`config.mk`:
```
export PLATFORM = sky130hd
export DESIGN_NAME = ex_muldiv_ctrl_flat
export DESIGN_NICKNAME = d
export VERILOG_FILES = /design/src/rtl/ex_muldiv_ctrl_pkg.sv /design/src/rtl/ex_muldiv_ctrl_if.sv /design/src/rtl/ex_muldiv_ctrl_md_div_cache.sv /design/src/rtl/ex_muldiv_ctrl.sv /design/src/flat_wrapper.sv
export SDC_FILE = /design/constraint.sdc
export NUM_CORES = 1
export LEC_CHECK = 0
export BUFFER_PORTS_ARGS = -buffer_cell sky130_fd_sc_hd__buf_4
export CAP_MARGIN = 0
export CORE_AREA = 2 2 183 149
export CTS_CLUSTER_SIZE = 12
export DETAILED_ROUTE_END_ITERATION = 8
export DIE_AREA = 0 0 185 151
export GPL_ROUTABILITY_DRIVEN = 0
export PLACE_DENSITY_LB_ADDON = 0.15
export SETUP_SLACK_MARGIN = 0.4
export SLEW_MARGIN = 15
export SYNTH_ARGS = -nofsm -noshare
export SYNTH_HDL_FRONTEND = slang
export SYNTH_SLANG_ARGS = --single-unit
```
`constraint.sdc`:
```
create_clock -name clk_i -period 3 [get_ports clk_i]
set_input_delay 0.6 -clock clk_i [delete_from_list [all_inputs] [get_ports clk_i]]
set_output_delay 0.6 -clock clk_i [all_outputs]
set_load 0.01 [all_outputs]
```
`src/rtl/ex_muldiv_ctrl_pkg.sv`:
```
// Shared opcode/state types and op-class helpers for the EX mul/div sequencer.
package ex_muldiv_ctrl_pkg;

    localparam int unsigned MD_DATA_W = 32;
    localparam int unsigned MD_OP_W   = 3;

    typedef enum logic [2:0] {
        MD_MUL   = 3'd0,
        MD_MULH  = 3'd1,
        MD_MULHU = 3'd2,
        MD_RSVD  = 3'd3,
        MD_DIV   = 3'd4,
        MD_MOD   = 3'd5,
        MD_DIVU  = 3'd6,
        MD_MODU  = 3'd7
    } md_op_e;

    typedef enum logic [1:0] {
        ST_IDLE  = 2'd0,
        ST_MWAIT = 2'd1,
        ST_DWAIT = 2'd2,
        ST_DONE  = 2'd3
    } md_state_e;

    function automatic logic md_is_div(input md_op_e op);
        return op inside {MD_DIV, MD_MOD, MD_DIVU, MD_MODU};
    endfunction

    function automatic logic md_is_rem(input md_op_e op);
        return op inside {MD_MOD, MD_MODU};
    endfunction

    function automatic logic md_div_signed(input md_op_e op);
        return op inside {MD_DIV, MD_MOD};
    endfunction

    function automatic logic md_mul_high(input md_op_e op);
        return op inside {MD_MULH, MD_MULHU};
    endfunction

endpackage

```
`src/rtl/ex_muldiv_ctrl_if.sv`:
```
// EX-side request/result handshake of the mul/div sequencer.
// master = EX / next stage, slave = the controller.
interface ex_muldiv_ctrl_if
    import ex_muldiv_ctrl_pkg::*;
#(
    parameter int unsigned DATA_W = MD_DATA_W,
    parameter int unsigned OP_W   = MD_OP_W
);
    logic              req_valid;
    logic [OP_W-1:0]   req_op;
    logic [DATA_W-1:0] req_opd1;
    logic [DATA_W-1:0] req_opd2;
    logic              flush;
    logic              out_ready;
    logic              busy;
    logic              res_valid;
    logic [DATA_W-1:0] res;

    modport master (
        output req_valid, req_op, req_opd1, req_opd2, flush, out_ready,
        input  busy, res_valid, res
    );

    modport slave (
        input  req_valid, req_op, req_opd1, req_opd2, flush, out_ready,
        output busy, res_valid, res
    );
endinterface

```
`src/rtl/ex_muldiv_ctrl_md_div_cache.sv`:
```
// One-entry divide result cache: tag is {opd1, opd2, signed}, data is {quot, rem}.
module md_div_cache #(
    parameter int unsigned DATA_W = 32
) (
    input  logic              clk_i,
    input  logic              rst_i,
    input  logic              inv_i,
    input  logic              we_i,
    input  logic [DATA_W-1:0] wr_opd1_i,
    input  logic [DATA_W-1:0] wr_opd2_i,
    input  logic              wr_signed_i,
    input  logic [DATA_W-1:0] wr_quot_i,
    input  logic [DATA_W-1:0] wr_rem_i,
    input  logic [DATA_W-1:0] lk_opd1_i,
    input  logic [DATA_W-1:0] lk_opd2_i,
    input  logic              lk_signed_i,
    output logic              hit_o,
    output logic [DATA_W-1:0] quot_o,
    output logic [DATA_W-1:0] rem_o
);
    logic              valid_q, valid_d;
    logic              signed_q, signed_d;
    logic [DATA_W-1:0] opd1_q, opd1_d;
    logic [DATA_W-1:0] opd2_q, opd2_d;
    logic [DATA_W-1:0] quot_q, quot_d;
    logic [DATA_W-1:0] rem_q, rem_d;

    // Next entry: write replaces the entry, invalidate has the last word.
    always_comb begin
        valid_d  = valid_q;
        signed_d = signed_q;
        opd1_d   = opd1_q;
        opd2_d   = opd2_q;
        quot_d   = quot_q;
        rem_d    = rem_q;
        if (we_i) begin
            valid_d  = 1'b1;
            signed_d = wr_signed_i;
            opd1_d   = wr_opd1_i;
            opd2_d   = wr_opd2_i;
            quot_d   = wr_quot_i;
            rem_d    = wr_rem_i;
        end
        if (inv_i) begin
            valid_d = 1'b0;
        end
    end

    // Entry storage.
    always_ff @(posedge clk_i) begin
        if (rst_i) begin
            valid_q  <= 1'b0;
            signed_q <= 1'b0;
            opd1_q   <= '0;
            opd2_q   <= '0;
            quot_q   <= '0;
            rem_q    <= '0;
        end else begin
            valid_q  <= valid_d;
            signed_q <= signed_d;
            opd1_q   <= opd1_d;
            opd2_q   <= opd2_d;
            quot_q   <= quot_d;
            rem_q    <= rem_d;
        end
    end

    // Tag compare against the request currently presented.
    always_comb begin
        hit_o  = valid_q && (opd1_q == lk_opd1_i) && (opd2_q == lk_opd2_i)
                 && (signed_q == lk_signed_i);
        quot_o = quot_q;
        rem_o  = rem_q;
    end
endmodule

```
`src/rtl/ex_muldiv_ctrl.sv`:
```
// Sequencer between EX and the shared multiplier/divider: start, wait, select, hold.
module ex_muldiv_ctrl
    import ex_muldiv_ctrl_pkg::*;
#(
    parameter int unsigned DATA_W = MD_DATA_W,
    parameter int unsigned OP_W   = MD_OP_W
) (
    input  logic                clk_i,
    input  logic                rst_i,
    ex_muldiv_ctrl_if.slave     ex,
    output logic                mul_start_o,
    output logic                mul_signed_o,
    output logic [DATA_W-1:0]   mul_opd1_o,
    output logic [DATA_W-1:0]   mul_opd2_o,
    input  logic [2*DATA_W-1:0] mul_product_i,
    input  logic                mul_end_i,
    output logic                div_start_o,
    output logic                div_signed_o,
    output logic [DATA_W-1:0]   div_opd1_o,
    output logic [DATA_W-1:0]   div_opd2_o,
    input  logic [DATA_W-1:0]   div_quot_i,
    input  logic [DATA_W-1:0]   div_rem_i,
    input  logic                div_end_i
);
    md_state_e         state_q, state_d;
    md_op_e            op_q, op_d;
    logic              mul_start_q, mul_start_d, mul_signed_q, mul_signed_d;
    logic              div_start_q, div_start_d, div_signed_q, div_signed_d;
    logic [DATA_W-1:0] mul_opd1_q, mul_opd1_d, mul_opd2_q, mul_opd2_d;
    logic [DATA_W-1:0] div_opd1_q, div_opd1_d, div_opd2_q, div_opd2_d;
    logic [DATA_W-1:0] res_q, res_d;
    logic              mdrain_q, mdrain_d, ddrain_q, ddrain_d;

    md_op_e            req_op;
    logic              req_div, req_dsigned, req_zero, req_blocked, accept;
    logic              cache_we, cache_hit;
    logic [DATA_W-1:0] cache_quot, cache_rem;

    md_div_cache #(.DATA_W(DATA_W)) u_div_cache (
        .clk_i       (clk_i),
        .rst_i       (rst_i),
        .inv_i       (1'b0),
        .we_i        (cache_we),
        .wr_opd1_i   (div_opd1_q),
        .wr_opd2_i   (div_opd2_q),
        .wr_signed_i (div_signed_q),
        .wr_quot_i   (div_quot_i),
        .wr_rem_i    (div_rem_i),
        .lk_opd1_i   (ex.req_opd1),
        .lk_opd2_i   (ex.req_opd2),
        .lk_signed_i (req_dsigned),
        .hit_o       (cache_hit),
        .quot_o      (cache_quot),
        .rem_o       (cache_rem)
    );

    // Decode the presented request; a unit still draining a flushed op blocks its family.
    always_comb begin
        req_op      = md_op_e'(ex.req_op[2:0]);
        req_div     = md_is_div(req_op);
        req_dsigned = md_div_signed(req_op);
        req_zero    = (ex.req_opd2 == '0);
        req_blocked = req_div ? ddrain_q : mdrain_q;
        accept      = (state_q == ST_IDLE) && ex.req_valid && !ex.flush && !req_blocked;
    end

    // State register.
    always_ff @(posedge clk_i) begin
        if (rst_i) state_q <= ST_IDLE;
        else       state_q <= state_d;
    end

    // Next-state logic; flush always wins over a same-cycle end pulse.
    always_comb begin
        state_d = state_q;
        unique case (state_q)
            ST_IDLE: begin
                if (accept) begin
                    if (!req_div)                   state_d = ST_MWAIT;
                    else if (req_zero || cache_hit) state_d = ST_DONE;
                    else                            state_d = ST_DWAIT;
                end
            end
            ST_MWAIT: begin
                if (ex.flush)      state_d = ST_IDLE;
                else if (mul_end_i) state_d = ST_DONE;
            end
            ST_DWAIT: begin
                if (ex.flush)      state_d = ST_IDLE;
                else if (div_end_i) state_d = ST_DONE;
            end
            ST_DONE: begin
                if (ex.flush || ex.out_ready) state_d = ST_IDLE;
            end
            default: state_d = ST_IDLE;
        endcase
    end

    // Datapath next values: operand latch, start pulses, result select, drain tracking.
    always_comb begin
        op_d         = op_q;
        mul_start_d  = 1'b0;
        div_start_d  = 1'b0;
        mul_signed_d = mul_signed_q;
        div_signed_d = div_signed_q;
        mul_opd1_d   = mul_opd1_q;
        mul_opd2_d   = mul_opd2_q;
        div_opd1_d   = div_opd1_q;
        div_opd2_d   = div_opd2_q;
        res_d        = res_q;
        cache_we     = 1'b0;
        // The first end pulse after a flush belongs to the cancelled op.
        mdrain_d     = mdrain_q && !mul_end_i;
        ddrain_d     = ddrain_q && !div_end_i;
        unique case (state_q)
            ST_IDLE: begin
                if (accept) begin
                    op_d = req_op;
                    if (!req_div) begin
                        mul_start_d  = 1'b1;
                        mul_signed_d = (req_op == MD_MULH);
                        mul_opd1_d   = ex.req_opd1;
                        mul_opd2_d   = ex.req_opd2;
                    end else if (req_zero) begin
                        res_d = '0;
                    end else if (cache_hit) begin
                        res_d = md_is_rem(req_op) ? cache_rem : cache_quot;
                    end else begin
                        div_start_d  = 1'b1;
                        div_signed_d = req_dsigned;
                        div_opd1_d   = ex.req_opd1;
                        div_opd2_d   = ex.req_opd2;
                    end
                end
            end
            ST_MWAIT: begin
                if (ex.flush) begin
                    mdrain_d = !mul_end_i;
                end else if (mul_end_i) begin
                    res_d = md_mul_high(op_q) ? mul_product_i[2*DATA_W-1:DATA_W]
                                              : mul_product_i[DATA_W-1:0];
                end
            end
            ST_DWAIT: begin
                if (ex.flush) begin
                    ddrain_d = !div_end_i;
                end else if (div_end_i) begin
                    res_d    = md_is_rem(op_q) ? div_rem_i : div_quot_i;
                    cache_we = 1'b1;
                end
            end
            default: ;
        endcase
    end

    // Datapath registers.
    always_ff @(posedge clk_i) begin
        if (rst_i) begin
            op_q         <= MD_MUL;
            mul_start_q  <= 1'b0;
            div_start_q  <= 1'b0;
            mul_signed_q <= 1'b0;
            div_signed_q <= 1'b0;
            mul_opd1_q   <= '0;
            mul_opd2_q   <= '0;
            div_opd1_q   <= '0;
            div_opd2_q   <= '0;
            res_q        <= '0;
            mdrain_q     <= 1'b0;
            ddrain_q     <= 1'b0;
        end else begin
            op_q         <= op_d;
            mul_start_q  <= mul_start_d;
            div_start_q  <= div_start_d;
            mul_signed_q <= mul_signed_d;
            div_signed_q <= div_signed_d;
            mul_opd1_q   <= mul_opd1_d;
            mul_opd2_q   <= mul_opd2_d;
            div_opd1_q   <= div_opd1_d;
            div_opd2_q   <= div_opd2_d;
            res_q        <= res_d;
            mdrain_q     <= mdrain_d;
            ddrain_q     <= ddrain_d;
        end
    end

    // Outputs: all registered except the state/drain-derived status.
    always_comb begin
        ex.busy      = (state_q != ST_IDLE) || mdrain_q || ddrain_q;
        ex.res_valid = (state_q == ST_DONE);
        ex.res       = res_q;
        mul_start_o  = mul_start_q;
        mul_signed_o = mul_signed_q;
        mul_opd1_o   = mul_opd1_q;
        mul_opd2_o   = mul_opd2_q;
        div_start_o  = div_start_q;
        div_signed_o = div_signed_q;
        div_opd1_o   = div_opd1_q;
        div_opd2_o   = div_opd2_q;
    end
endmodule

```
`src/flat_wrapper.sv`:
```
// flat-port wrapper written by rule: the top's interface ports become plain ports
module ex_muldiv_ctrl_flat import ex_muldiv_ctrl_pkg::*;
#(
    parameter int unsigned DATA_W = MD_DATA_W,
    parameter int unsigned OP_W   = MD_OP_W
)
  (clk_i, rst_i, mul_start_o, mul_signed_o, mul_opd1_o, mul_opd2_o, mul_product_i, mul_end_i, div_start_o, div_signed_o, div_opd1_o, div_opd2_o, div_quot_i, div_rem_i, div_end_i, ex_req_valid, ex_req_op, ex_req_opd1, ex_req_opd2, ex_flush, ex_out_ready, ex_busy, ex_res_valid, ex_res);
  ex_muldiv_ctrl_if #(.DATA_W(DATA_W), .OP_W(OP_W)) ex_i ();
  input  logic clk_i;
  input  logic rst_i;
  output logic mul_start_o;
  output logic mul_signed_o;
  output logic [DATA_W-1:0] mul_opd1_o;
  output logic [DATA_W-1:0] mul_opd2_o;
  input  logic [2*DATA_W-1:0] mul_product_i;
  input  logic mul_end_i;
  output logic div_start_o;
  output logic div_signed_o;
  output logic [DATA_W-1:0] div_opd1_o;
  output logic [DATA_W-1:0] div_opd2_o;
  input  logic [DATA_W-1:0] div_quot_i;
  input  logic [DATA_W-1:0] div_rem_i;
  input  logic div_end_i;
  input wire logic [$bits(ex_i.req_valid)-1:0] ex_req_valid;
  input wire logic [$bits(ex_i.req_op)-1:0] ex_req_op;
  input wire logic [$bits(ex_i.req_opd1)-1:0] ex_req_opd1;
  input wire logic [$bits(ex_i.req_opd2)-1:0] ex_req_opd2;
  input wire logic [$bits(ex_i.flush)-1:0] ex_flush;
  input wire logic [$bits(ex_i.out_ready)-1:0] ex_out_ready;
  output wire logic [$bits(ex_i.busy)-1:0] ex_busy;
  output wire logic [$bits(ex_i.res_valid)-1:0] ex_res_valid;
  output wire logic [$bits(ex_i.res)-1:0] ex_res;
  assign ex_i.req_valid = ex_req_valid;
  assign ex_i.req_op = ex_req_op;
  assign ex_i.req_opd1 = ex_req_opd1;
  assign ex_i.req_opd2 = ex_req_opd2;
  assign ex_i.flush = ex_flush;
  assign ex_i.out_ready = ex_out_ready;
  assign ex_busy = ex_i.busy;
  assign ex_res_valid = ex_i.res_valid;
  assign ex_res = ex_i.res;
  ex_muldiv_ctrl #(.DATA_W(DATA_W), .OP_W(OP_W)) u_core (.clk_i(clk_i), .rst_i(rst_i), .ex(ex_i), .mul_start_o(mul_start_o), .mul_signed_o(mul_signed_o), .mul_opd1_o(mul_opd1_o), .mul_opd2_o(mul_opd2_o), .mul_product_i(mul_product_i), .mul_end_i(mul_end_i), .div_start_o(div_start_o), .div_signed_o(div_signed_o), .div_opd1_o(div_opd1_o), .div_opd2_o(div_opd2_o), .div_quot_i(div_quot_i), .div_rem_i(div_rem_i), .div_end_i(div_end_i));
endmodule
```
# Word-level counts from Yosys, hierarchy flattened
# Cells that the tools add are included.
# totals
regBits,301
latch_bits,0
mem_bits_rw,0
rom_bits,0
output_inout_bits,166
wordCells,112
n_memories,0
# classes
add_sub_neg,0
mul,0
n_div,0
n_lt_le_gt_ge,0
eq_ne,25
shift,0
muxes,31
bitwise_logic,5
n_reduce_logical,32
# ops
op,n
$mux 32,11
$pmux 32 s3,1
$eq 32x32->1,2
$logic_not 32->1,1
$eq 3x3->1 const B,6
$mux 2,7
$mux 1,11
$reduce_bool 2->1,5
$logic_and 1x1->1,8
$ne 2x2->1 const B,4
$pmux 2 s4,1
$reduce_and 8->1,1
$eq 3x1->1 const B,2
$ne 2x1->1 const B,3
$ne 3x3->1 const B,2
$not 1->1,5
$reduce_and 5->1,1
$reduce_or 5->1,1
$eq 2x2->1 const B,2
$logic_not 1->1,4
$logic_or 1x1->1,4
$reduce_and 4->1,1
$reduce_bool 4->1,1
$eq 3x2->1 const B,1
other kinds (8),8

# Longest topological paths before layout
# depth
word_depth,9
mapped_depth,10
mapped_depth_nobuf,8

# Cells and area by module
# Synthesis repeated with hierarchy kept, for this count alone.
# unflattened
hier_cells,1419
area_unflattened_um2,12907.4
# by_module_without_submodules
module,n_inst,cells_per_inst,area_per_inst_um2,seq_area_each_um2
ex_muldiv_ctrl,1,903,7618.6,3423.3
md_div_cache,1,516,5288.8,2602.5

# Worst setup path after synthesis
# Ideal clock, no wire load.
# synth_path
kind,in2reg
from,in ex_req_op[2]
to,reg u_core.div_opd1_q[10] (netlist: u_core.div_opd1_o[10])
arrival_time_ps,2419
path_slack_ps,462
path_stages,9
cell_sequence,buf_4 nand2b_2 a2111oi_2 nand4_1 or3_1 o311ai_4 nor2_4 buf_6 mux2i_1
# synth_via
elab_chain_len,6
elab_cells_between_ends,13
cone_classes,5 x eq/ne; 1 x mux; 1 x bitwise; 6 x reduce/logical
# synth_rtl
element,line,text
from (decl),flat_wrapper.sv:25,input wire logic [$bits(ex_i.req_op)-1:0] ex_req_op;
"$eq 3x3->1, on equally long branches","ex_muldiv_ctrl_pkg.sv:26, ex_muldiv_ctrl_pkg.sv:34",
$reduce_bool 4->1 or $reduce_bool 2->1 (tied branches),"ex_muldiv_ctrl_pkg.sv:26, ex_muldiv_ctrl_pkg.sv:34",
$mux 1 or $eq 1x1->1 (tied branches),"ex_muldiv_ctrl.sv:63, ex_muldiv_ctrl_md_div_cache.sv:71",
$logic_not 1->1 or $logic_and 1x1->1 (tied branches),"ex_muldiv_ctrl.sv:64, ex_muldiv_ctrl_md_div_cache.sv:71",
$logic_and 1x1->1 or $not 1->1 (tied branches),--,
$reduce_and 5->1 (no source line) (*),--,
to (signal assigned),ex_muldiv_ctrl.sv:179,div_opd1_q <= div_opd1_d;
to (decl),ex_muldiv_ctrl.sv:30,"logic [DATA_W-1:0] div_opd1_q, div_opd1_d, div_opd2_q, div_opd2_d;"
# Mark *: on every way between the ends. The rest lies on a longest branch, timed or not.
# A chain may end at the register's enable or synchronous reset.

# Worst setup path in the final report
# layout_path
from,reg u_core.u_div_cache.opd1_q[0]
to,reg u_core.res_q[26] (netlist: u_core.ex.res[26])
# layout_via
elab_chain_len,6
# layout_rtl
element,line,text
from (decl),ex_muldiv_ctrl_md_div_cache.sv:23,"logic [DATA_W-1:0] opd1_q, opd1_d;"
from (signal assigned),ex_muldiv_ctrl_md_div_cache.sv:61,opd1_q <= opd1_d;
$eq 32x32->1,ex_muldiv_ctrl_md_div_cache.sv:70,hit_o = valid_q && (opd1_q == lk_opd1_i) && (opd2_q == lk_opd2_i)
$logic_and 1x1->1 (2 in a row),ex_muldiv_ctrl_md_div_cache.sv:70,
$logic_and 1x1->1,ex_muldiv_ctrl_md_div_cache.sv:71,&& (signed_q == lk_signed_i);
$ne 3x1->1 (no source line),--,
$reduce_and 8->1 (no source line),--,
to (signal assigned),ex_muldiv_ctrl.sv:181,res_q <= res_d;
to (decl),ex_muldiv_ctrl.sv:31,"logic [DATA_W-1:0] res_q, res_d;"
# No other way between the ends.

==> results.cfg <==
[status]
status = complete, no violations

[finish]
nets = 2111
num_antenna_cells = 0
synthToLayoutAreaGrowth_pct = 29.28
final_cell_mix = 393 x nand2_1, 377 x buf_4, 301 x dfxtp_1, 203 x a21oi_1, 133 x nand2b_1
layout-drive-gt1-share = 0.2626
final_cells = 2280
seq_area_mm2 = 0.006026
multi_input_comb_area_mm2 = 0.007087
final_common_cell = nand2_1
fill_cells = 2191

[drt]
dr.first_iter.drc_count = 1020
vias = 12616
wire_per_inst_um = 18.28
avgViaCountPerCell = 5.533
drtAntennaViolNets = 0
drc = 0
finalWirelength_mm = 41.69
firstDrtPassIters = 8

[cts]
cts_buffers = 31
path_clk_slew_ns = 0.06
clkSinkCount = 301
clockBufferDepth = 3
clock_latency_ns = 0.55
root_buffer = clkbuf_16
htreeDepth = 1
postCtsSetupRepairBufs = 0
cts_tree = built

[placement]
dpl.hpwl_mm = 28.87
dp.cells = 2228
portBuffers = 367

[critical_path]
worstPathCellList = xor2_1 -> nor4_1 -> nand2_1 -> nor4_1 -> nand4b_1 -> nand2_1 -> buf_12 -> mux2_2
criticalPathCategory = reg2reg
r2r_slack_ns = 0.48
r2r_start = u_core.u_div_cache.opd1_q[0]
end_kind = flop
startpoint = u_core.u_div_cache.opd1_q[0]
endpoint = u_core.ex.res[26]
reg2reg_to = u_core.ex.res[26]
cp_slowest_cell = nor4_1
crit_required_ns = 3.44
startpoint_type = flop
worstPathArrival_ns = 2.95
crit_path_max_fanout = 32
slowest_delay_ns = 0.42
reg2regPathDepth = 8

[timing]
hold_viol_final = 0
final_max_slew_viol_count = 0
max_slew.worst_pin.slew_ns = 0.6745
period_needed_ns = 2.515
fmax_ghz = 0.3976
clock_skew_ns = 0.009043
setup_violations = 0
tns_ns = 0
rsz0062_at_grt = no
period_share = 0.8385
max_slew_margin = 0.5503

[power_and_ir_drop]
peakVddDrop_mv = 0.5088
power.switching_mw = 3.072
p_leak_nw = 6.993
switching_share = 0.2950
p_per_area_mw_per_mm2 = 590.9
intPower_mw = 7.340
combPwrFrac = 0.232
clkPwrFrac = 0.350
p_seq_frac = 0.418

[global_route]
grtUsageTotal = 0.2849
grt_pass1_wl_mm = 63.26
grt_pass1_vias = 11749
grt-ovfl-total = 0
antenna_found_initial = 0
grt_max_degree = 169

[floorplan]
dieWidth_um = 185
io_pins = 368
start_util = 0.5244
die_area_mm2 = 0.02794
die_y_um = 151
coreArea_mm2 = 0.02599
row_count = 53

[yosys]
synth_top_family_by_area = simple AND/OR/NAND/NOR gates
async_flop_share = 0
synthFlopType = dfxtp_1
synth_nets = 1806
avgSynthCellArea_um2 = 8.524
synth_compound_area_frac = 0.1244
synth_xor_area_frac = 0.03406
ys_ff_latch = 301
synth_area_mm2 = 0.01363
seq_area_frac_synth = 0.4421
synth_mux_area_frac = 0.1249
synth-simple-area-share = 0.2306
synth_edf_count = 0
ys_types = 43
synthAdderAreaFrac = 0.004590
yosysWarnings = 0
syn_inst = 1599

[min_path]
hold_path.class = in2reg
worstHoldStart = mul_end_i

[flow_run]
maxCapViolCount = 0
## power groups by stage
| stage | clock (mW) | combinational, mW | sequential, mW |
|---|---|---|---|
| final | 3.64 | 2.41 | 4.36 |
| after global routing | 3.83 | 2.59 | 4.38 |
| after global placement | 0 | 2.35 | 4.43 |
| after detailed placement | 0 | 2.39 | 4.44 |
| after floorplan | 0 | 1.32 | 4.48 |
| after CTS | 3.68 | 2.40 | 4.36 |
## per-stage QoR
step,util,power [mW],hold WS (ns),cell area [um2],setup WS [ns]
floorplan,-,5.802,0.4357,13630,0.4615
global placement,0.6417,6.782,0.4408,16680,0.1239
detailed placement,0.6417,6.827,0.4461,16680,0.1215
CTS,0.6777,10.43,0.1984,17620,0.4511
global route,0.6779,10.80,0.2201,17620,0.3554
finish,0.6779,10.41,0.2223,17620,0.4846
## cell type report
type,count,area share
Clock buffer,49,0.05070
Clock inverter,3,0.002414
Inverter,11,0.002343
Multi-Input combinational cell,1169,0.4022
Sequential cell,301,0.3419
Tap cell,357,0.02535
Timing Repair Buffer,390,0.1751
## worst max-delay path, delay by kind of cell (launching register included)
kind	cells	cell delay, ns
AND/OR/NAND/NOR	5	1.27
multiplexers	1	0.36
flip-flops	1	0.32
buffers and inverters	1	0.24
XOR/XNOR	1	0.19
## state kept, by name (all words and copies together), names as in the netlist, 2 cells and up
name                       cells
u_core.u_div_cache.rem_o      32
u_core.div_opd2_o             32
u_core.ex.res                 32
u_core.mul_opd2_o             32
u_core.u_div_cache.quot_o     32
u_core.u_div_cache.opd2_q     32
u_core.div_opd1_o             32
u_core.op_q                    3
u_core.state_q                 2
u_core.u_div_cache.opd1_q     32
u_core.mul_opd1_o             32
## kinds of logic (layout without fill, tap and decap cells)
kind of cell / Yosys count / count (layout)
buf+inv: 129 / 453
compound gates: 285 / 285
flops: 301 / 301
fa+ha+maj: 5 / 5
simple gates: 664 / 664
mux: 162 / 162
xor+xnor: 53 / 53
## metal layers
layer | GRT usage | routed length, um | vias up
li1 | - | - | 6035
met1 | 0.3942 | 18430 | 5993
met2 | 0.4567 | 18690 | 510
met3 | 0.05530 | 3381 | 78
met4 | 0.07540 | 1183 | 0
met5 | 0 | 0 | -
## cell usage after synthesis, drive strengths merged, types with 2 or more instances
cell / number / share of area
xnor2: 19 / 0.012
nand4: 11 / 0.0050
buf: 22 / 0.0099
xor2: 34 / 0.022
nand4b: 2 / 0.0013
o41ai: 2 / 0.0013
and2: 2 / 0.00092
a222oi: 31 / 0.023
nor3b: 2 / 0.0011
nand2: 395 / 0.11
ha: 5 / 0.0046
nand2b: 134 / 0.062
nor2: 18 / 0.0055
nand3: 4 / 0.0015
inv: 11 / 0.0030
nor4: 24 / 0.011
o21ai: 4 / 0.0015
mux2: 65 / 0.054
a211oi: 2 / 0.0011
nor3: 5 / 0.0018
dfxtp: 301 / 0.44
or3: 2 / 0.00092
nor2b: 57 / 0.026
nor4b: 4 / 0.0026
a2111oi: 6 / 0.0043
o22ai: 32 / 0.015
a21oi: 203 / 0.075
a22oi: 2 / 0.0011
clkbuf: 96 / 0.026
mux2i: 97 / 0.071
## how the worst min path moves through the flow
stage,endpoint,slack (ns),cells past startpoint
after global placement,u_core.u_div_cache.rem_o[25],0.44,2
after global routing,u_core.mdrain_q,0.22,2
final,u_core.mdrain_q,0.22,2
after CTS,u_core.mdrain_q,0.20,2
after floorplan,u_core.u_div_cache.rem_o[0],0.44,2
after detailed placement,u_core.u_div_cache.quot_o[29],0.45,2
## what timing repair did
action / 4_1_cts / 5_1_grt
hold buffers: 0 / 0
resized for setup: 0 / 2
setup endpoints to repair: 0 / 32
No activity file was read; power rests on OpenSTA's default activity.
